## src/rtl/global_pkg.sv

```systemverilog
// Shared UART receive types and constants.
// The PARITY state exists only when UART_RX_PARITY_EN is defined.
package global_pkg;

  localparam int UART_DATA_BITS = 8;

  typedef enum logic [2:0] {
    IDLE,
    START,
    DATA,
`ifdef UART_RX_PARITY_EN
    PARITY,
`endif
    STOP
  } uart_rx_state_t;

endpackage

```

## src/rtl/sync_fifo.sv

```systemverilog
// Byte FIFO with registered read port; data appears 1 cycle after pop, full/empty from pointers.
// Writes while full and reads while empty are ignored; a pop never frees room for a same-cycle push.
module sync_fifo #(
  parameter int WIDTH = 8,
  parameter int DEPTH = 16
) (
  input  logic             Clk,
  input  logic             Rst,
  input  logic             push_vld,
  input  logic [WIDTH-1:0] push_dat,
  input  logic             pop_vld,
  output logic [WIDTH-1:0] pop_dat,
  output logic             full,
  output logic             empty
);

  localparam int AW = $clog2(DEPTH);
  localparam logic [AW:0] PTR_ONE = 1;

  logic [WIDTH-1:0] mem [DEPTH];
  logic [AW:0]      wr_ptr;
  logic [AW:0]      rd_ptr;
  logic             do_push;
  logic             do_pop;

  // Extra pointer MSB distinguishes full from empty when the indices match.
  assign empty   = (wr_ptr == rd_ptr);
  assign full    = (wr_ptr[AW] != rd_ptr[AW]) && (wr_ptr[AW-1:0] == rd_ptr[AW-1:0]);
  assign do_push = push_vld && !full;
  assign do_pop  = pop_vld && !empty;

  always_ff @(posedge Clk) begin
    if (do_push) mem[wr_ptr[AW-1:0]] <= push_dat;
  end

  always_ff @(posedge Clk or posedge Rst) begin
    if (Rst) begin
      wr_ptr  <= '0;
      rd_ptr  <= '0;
      pop_dat <= '0;
    end else begin
      if (do_push) wr_ptr <= wr_ptr + PTR_ONE;
      if (do_pop) begin
        pop_dat <= mem[rd_ptr[AW-1:0]];
        rd_ptr  <= rd_ptr + PTR_ONE;
      end
    end
  end

endmodule

```

## src/rtl/uart_rx.sv

```systemverilog
// 8N1 UART receiver into a byte FIFO; bytes visible 1 cycle after the stop sample, popped data 1 cycle after Data_Read.
// Full FIFO drops the byte with an Overrun pulse; UART_RX_PARITY_EN adds an even-parity bit before stop.
module uart_rx
  import global_pkg::*;
#(
  parameter int BAUD_DIV   = 868,
  parameter int FIFO_DEPTH = 16
) (
  input  logic       Clk,
  input  logic       Rst,
  input  logic       RX,
  output logic [7:0] RX_Data,
  output logic       RX_Full,
  output logic       RX_Empty,
  input  logic       Data_Read,
  output logic       Frame_Err,
  output logic       Overrun
);

  localparam int CW = $clog2(BAUD_DIV);
  localparam logic [CW-1:0] HALF_LOAD = CW'(BAUD_DIV / 2 - 1);
  localparam logic [CW-1:0] FULL_LOAD = CW'(BAUD_DIV - 1);
  localparam logic [CW-1:0] CNT_ONE   = CW'(1);
  localparam logic [2:0]    LAST_BIT  = 3'(UART_DATA_BITS - 1);

  uart_rx_state_t state;
  logic [CW-1:0]  cnt;
  logic [2:0]     bit_idx;
  logic [7:0]     shift;
  logic           rx_meta;
  logic           rx_sync;
  logic           rx_prev;
  logic           stop_ok;
  logic           push;

`ifdef UART_RX_PARITY_EN
  logic par_err;
  assign stop_ok = rx_sync && !par_err;
`else
  assign stop_ok = rx_sync;
`endif

  // Push decision uses the FIFO's current full flag, sampled in the stop-sample cycle.
  assign push = (state == STOP) && (cnt == '0) && stop_ok && !RX_Full;

  always_ff @(posedge Clk or posedge Rst) begin
    if (Rst) begin
      rx_meta   <= 1'b1;
      rx_sync   <= 1'b1;
      rx_prev   <= 1'b1;
      state     <= IDLE;
      cnt       <= '0;
      bit_idx   <= '0;
      shift     <= '0;
      Frame_Err <= 1'b0;
      Overrun   <= 1'b0;
`ifdef UART_RX_PARITY_EN
      par_err   <= 1'b0;
`endif
    end else begin
      rx_meta   <= RX;
      rx_sync   <= rx_meta;
      rx_prev   <= rx_sync;
      Frame_Err <= 1'b0;
      Overrun   <= 1'b0;
      case (state)
        IDLE: begin
          if (rx_prev && !rx_sync) begin
            cnt   <= HALF_LOAD;
            state <= START;
          end
        end
        START: begin
          if (cnt != '0) cnt <= cnt - CNT_ONE;
          else if (!rx_sync) begin
            cnt     <= FULL_LOAD;
            bit_idx <= '0;
            state   <= DATA;
          end else state <= IDLE;
        end
        DATA: begin
          if (cnt != '0) cnt <= cnt - CNT_ONE;
          else begin
            shift   <= {rx_sync, shift[7:1]};
            cnt     <= FULL_LOAD;
            bit_idx <= bit_idx + 3'd1;
`ifdef UART_RX_PARITY_EN
            if (bit_idx == LAST_BIT) state <= PARITY;
`else
            if (bit_idx == LAST_BIT) state <= STOP;
`endif
          end
        end
`ifdef UART_RX_PARITY_EN
        PARITY: begin
          if (cnt != '0) cnt <= cnt - CNT_ONE;
          else begin
            par_err <= ^{shift, rx_sync};
            cnt     <= FULL_LOAD;
            state   <= STOP;
          end
        end
`endif
        STOP: begin
          if (cnt != '0) cnt <= cnt - CNT_ONE;
          else begin
            if (!stop_ok) Frame_Err <= 1'b1;
            else if (RX_Full) Overrun <= 1'b1;
            state <= IDLE;
          end
        end
        default: state <= IDLE;
      endcase
    end
  end

  sync_fifo #(
    .WIDTH (8),
    .DEPTH (FIFO_DEPTH)
  ) u_fifo (
    .Clk      (Clk),
    .Rst      (Rst),
    .push_vld (push),
    .push_dat (shift),
    .pop_vld  (Data_Read),
    .pop_dat  (RX_Data),
    .full     (RX_Full),
    .empty    (RX_Empty)
  );

endmodule

```

## config.mk

```make
export PLATFORM = sky130hd
export DESIGN_NAME = uart_rx
export DESIGN_NICKNAME = d
export VERILOG_FILES = /design/src/rtl/global_pkg.sv /design/src/rtl/sync_fifo.sv /design/src/rtl/uart_rx.sv
export SDC_FILE = /design/constraint.sdc
export NUM_CORES = 1
export LEC_CHECK = 0
export CELL_PAD_IN_SITES_DETAIL_PLACEMENT = 1
export CELL_PAD_IN_SITES_GLOBAL_PLACEMENT = 1
export CORE_MARGIN = 2
export CORE_UTILIZATION = 50
export CTS_CLUSTER_DIAMETER = 100
export DETAILED_ROUTE_END_ITERATION = 6
export PLACE_DENSITY = 0.71
export SETUP_SLACK_MARGIN = 0.3
export SLEW_MARGIN = 10
export SYNTH_ARGS = -nofsm -noshare
export SYNTH_HDL_FRONTEND = slang
export SYNTH_SLANG_ARGS = --single-unit
```

## constraint.sdc

```tcl
create_clock -name Clk -period 4.2 [get_ports Clk]
set_input_delay 0.84 -clock Clk [delete_from_list [all_inputs] [get_ports Clk]]
set_output_delay 0.84 -clock Clk [all_outputs]
set_load 0.005 [all_outputs]
```

==> flow_summary_export.csv <==
group,metric,value,unit
timing,maxSlewViolCount,0,
routing,wl_per_cell,24.5,um
placement,place_congestion,0.873,
global_route,grt_pass1_vias,4320,
routing,drtAntennaViolNets,0,
timing,hold_viol,0,
clocking,cts_buffers,17,
floorplanning,pin_count,16,
worst_setup_path,reg2reg_slack,1130,ps
global_route,grt_start_max_net_pins,47,
timing,rsz0062_at_grt,"false",
timing,finalClockSkew,8.61,ps
cells_and_area,multi_input_area,2310,um2
yosys,syn-mean-instance-area,16.8,um2
routing,dr.pass1.iters,4,
status,status,"finished clean",
routing,routed_via_density,6.05,
clocking,worstSkewPairLatency,420,ps
worst_hold_path,min_path_cells,0,
worst_setup_path,start_kind,"flop",
yosys,syn_nets,462,
global_route,antenna_found_initial,0,
yosys,syn-cell-area,7460,um2
worst_setup_path,cp_slowest_cell,"dfrtp_1",
worst_setup_path,endpoint_kind,"output port",
worst_setup_path,slowest_delay,860,ps
worst_setup_path,critical-path-top-delay-family,"flip-flops",
yosys,yosysSeqAreaShare,67.0,%
yosys,synth_cell_types,59,
floorplanning,initial_utilization,51.3,%
global_route,grt_usage,21.9,%
run,maxCapViolations,0,
floorplanning,dieArea,15900,um2
worst_setup_path,crit_arrival,2560,ps
timing,max_clock_freq,294,MHz
worst_setup_path,cp.required,3360,ps
cells_and_area,antenna_cells,0,
clocking,cts_root_buf,"clkbuf_16",
global_route,gr-total-overflow,0,
cells_and_area,finalNetCount,481,
clocking,postCtsHoldBufs,0,
placement,hpwl,10700,um
yosys,yosysWarnings,0,
cells_and_area,regArea,5000,um2
yosys,synthArstFlopShare,26.4,%
routing,remaining_drc_errors,0,
cells_and_area,final_cell_mix,"128 x edfxtp_1, 41 x dfrtp_1, 24 x mux4_2, 19 x mux2i_1, 18 x mux2_2",
worst_setup_path,reg2reg_depth,6,
worst_hold_path,worstHoldStart,"rx_meta",
placement,port_buffers,15,
clocking,clk_path_buf_depth,2,
routing,wirelength,16200,um
timing,period_needed,3400,ps
timing,finalSetupTns,0,ps
worst_hold_path,hold_end,"rx_sync",
floorplanning,core-area,14500,um2
timing,finalSetupViolations,0,
floorplanning,die_x,126,um
clocking,h-tree-depth,4,
worst_setup_path,crit_fanout,22,
pwr,power.density,601,nW/um2
yosys,synth_edf_count,128,
worst_setup_path,rr_startpoint,"cnt[0]",
cells_and_area,mostFrequentLayoutCell,"edfxtp_1",
worst_setup_path,cp_cell_sequence,"xnor2_1 > nand4_1 > nor2_1 > clkdlybuf4s50_1",
yosys,ys_ff_latch,174,
pwr,ir_drop,0.350,mV
routing,drt_iter0_markers,327,
clocking,clk_pin_slew,60,ps
global_route,grt_pass1_wl,25700,um
cells_and_area,nFillCells,1343,
yosys,synthCells,445,
timing,fin_crit_sh,80.9,%
floorplanning,num_rows,44,
floorplanning,die_height,126,um
yosys,synth_ff_type,"edfxtp_1",
timing,slew_headroom,32.1,%
clocking,cts_setup_buffers,0,
pwr,cellLeakagePower,3.06,nW
timing,tightest_slew,1020,ps
clocking,cts_tree,"done",
worst_setup_path,reg2reg_to,"u_fifo.mem[11][3]",
routing,dr_total_vias,4002,
worst_setup_path,path_buf_inv,1,
clocking,clock_sinks,174,
worst_setup_path,path_class,"flop to output port",
worst_hold_path,hold_path.class,"flop to flop",
cells_and_area,area_growth,11.8,%
cells_and_area,drive_gt1_share,18.7,%
timing,hold_ws,355,ps
clocking,post_cts_resized,0,
through the flow:
step | instances | util (%) | total power, W | instance area, um2 | worst slack [ps]
3_5_place_dp | 629 | 53.5 | 0.00353 | 7780 | 1150
5_1_grt | 661 | 57.4 | 0.00525 | 8340 | 577
6_report | 661 | 57.4 | 0.00501 | 8340 | 804
2_1_floorplan | 445 | - | 0.00316 | 7460 | 1410
3_3_place_gp | 629 | 53.5 | 0.00349 | 7780 | 1240
4_1_cts | 661 | 57.4 | 0.00505 | 8340 | 737
worst max-delay path by stage:
stage | from | to | cells after the start
after global routing | u_fifo.rd_ptr[0] | RX_Full | 4
after global placement | cnt[0] | u_fifo.mem[11][1] | 6
after floorplan | cnt[0] | u_fifo.mem[3][0] | 7
after CTS | u_fifo.rd_ptr[0] | RX_Full | 4
after detailed placement | cnt[0] | u_fifo.mem[11][1] | 6
final | u_fifo.rd_ptr[0] | RX_Full | 4
metal layers:
metal  global-route usage, %  routed length, um
met4                    9.24                495
met5                       0                  0
met2                    33.6               7690
met1                    30.7               7420
met3                    4.72                599
worst register-to-register path, cell delays in order (launching register included):
cell and delay (ps):
dfrtp_1 400, inv_1 100, ha_1 220, or4b_1 640
nor4_4 400, o211ai_1 290, nor2b_1 660
where the power goes:
part	internal [W]	leakage, nW	switching [W]
registers	0.00194	1.79	0.000159
logic	0.000651	0.999	0.000745
clock network	0.000906	0.270	0.000608
synth_stat cells (all sizes together), types with 11 or more instances:
master / number / area, um2
edfxtp: 128 / 3840
dfrtp: 43 / 1080
mux2: 28 / 315
mux4: 24 / 541
mux2i: 19 / 190
and3: 16 / 100
inv: 16 / 60.1
buf: 13 / 72.6
ha: 13 / 163
xnor2: 13 / 114
nor2: 11 / 43.8
state kept, by name, indices dropped and copies added (netlist names):
| signal | cells |
|---|---|
| u_fifo.mem | 128 |
| cnt | 10 |
| shift | 8 |
| u_fifo.pop_dat | 8 |
| u_fifo.rd_ptr | 5 |
| u_fifo.wr_ptr | 5 |
| bit_idx | 3 |
| state | 2 |
| Frame_Err | 1 |
| Overrun | 1 |
| rx_meta | 1 |
| rx_prev | 1 |
| rx_sync | 1 |
logic make-up (layout without fill, tap and decap cells):
group | after synthesis | in the layout | synth area share, %
AOI/OAI and AO/OA | 59 | 59 | 6.46
xor gates and xnor gates | 14 | 14 | 1.64
and+or+nand+nor | 79 | 79 | 6.61
muxes | 71 | 71 | 14.0
DFF | 174 | 174 | 67.0
adders and majority gates | 13 | 13 | 2.18
buffers and inverters | 35 | 67 | 2.08
final cells by class:
cell class              instances  share of cell area, %
clock inverters                 6                   1.02
repair buffers                 19                   2.16
multi-input cells             236                   27.6
well taps                     184                   2.76
inverters                      16                  0.720
flip-flops and latches        174                   60.0
clock buffers                  26                   5.74
Power figures use the tool's default switching activity.
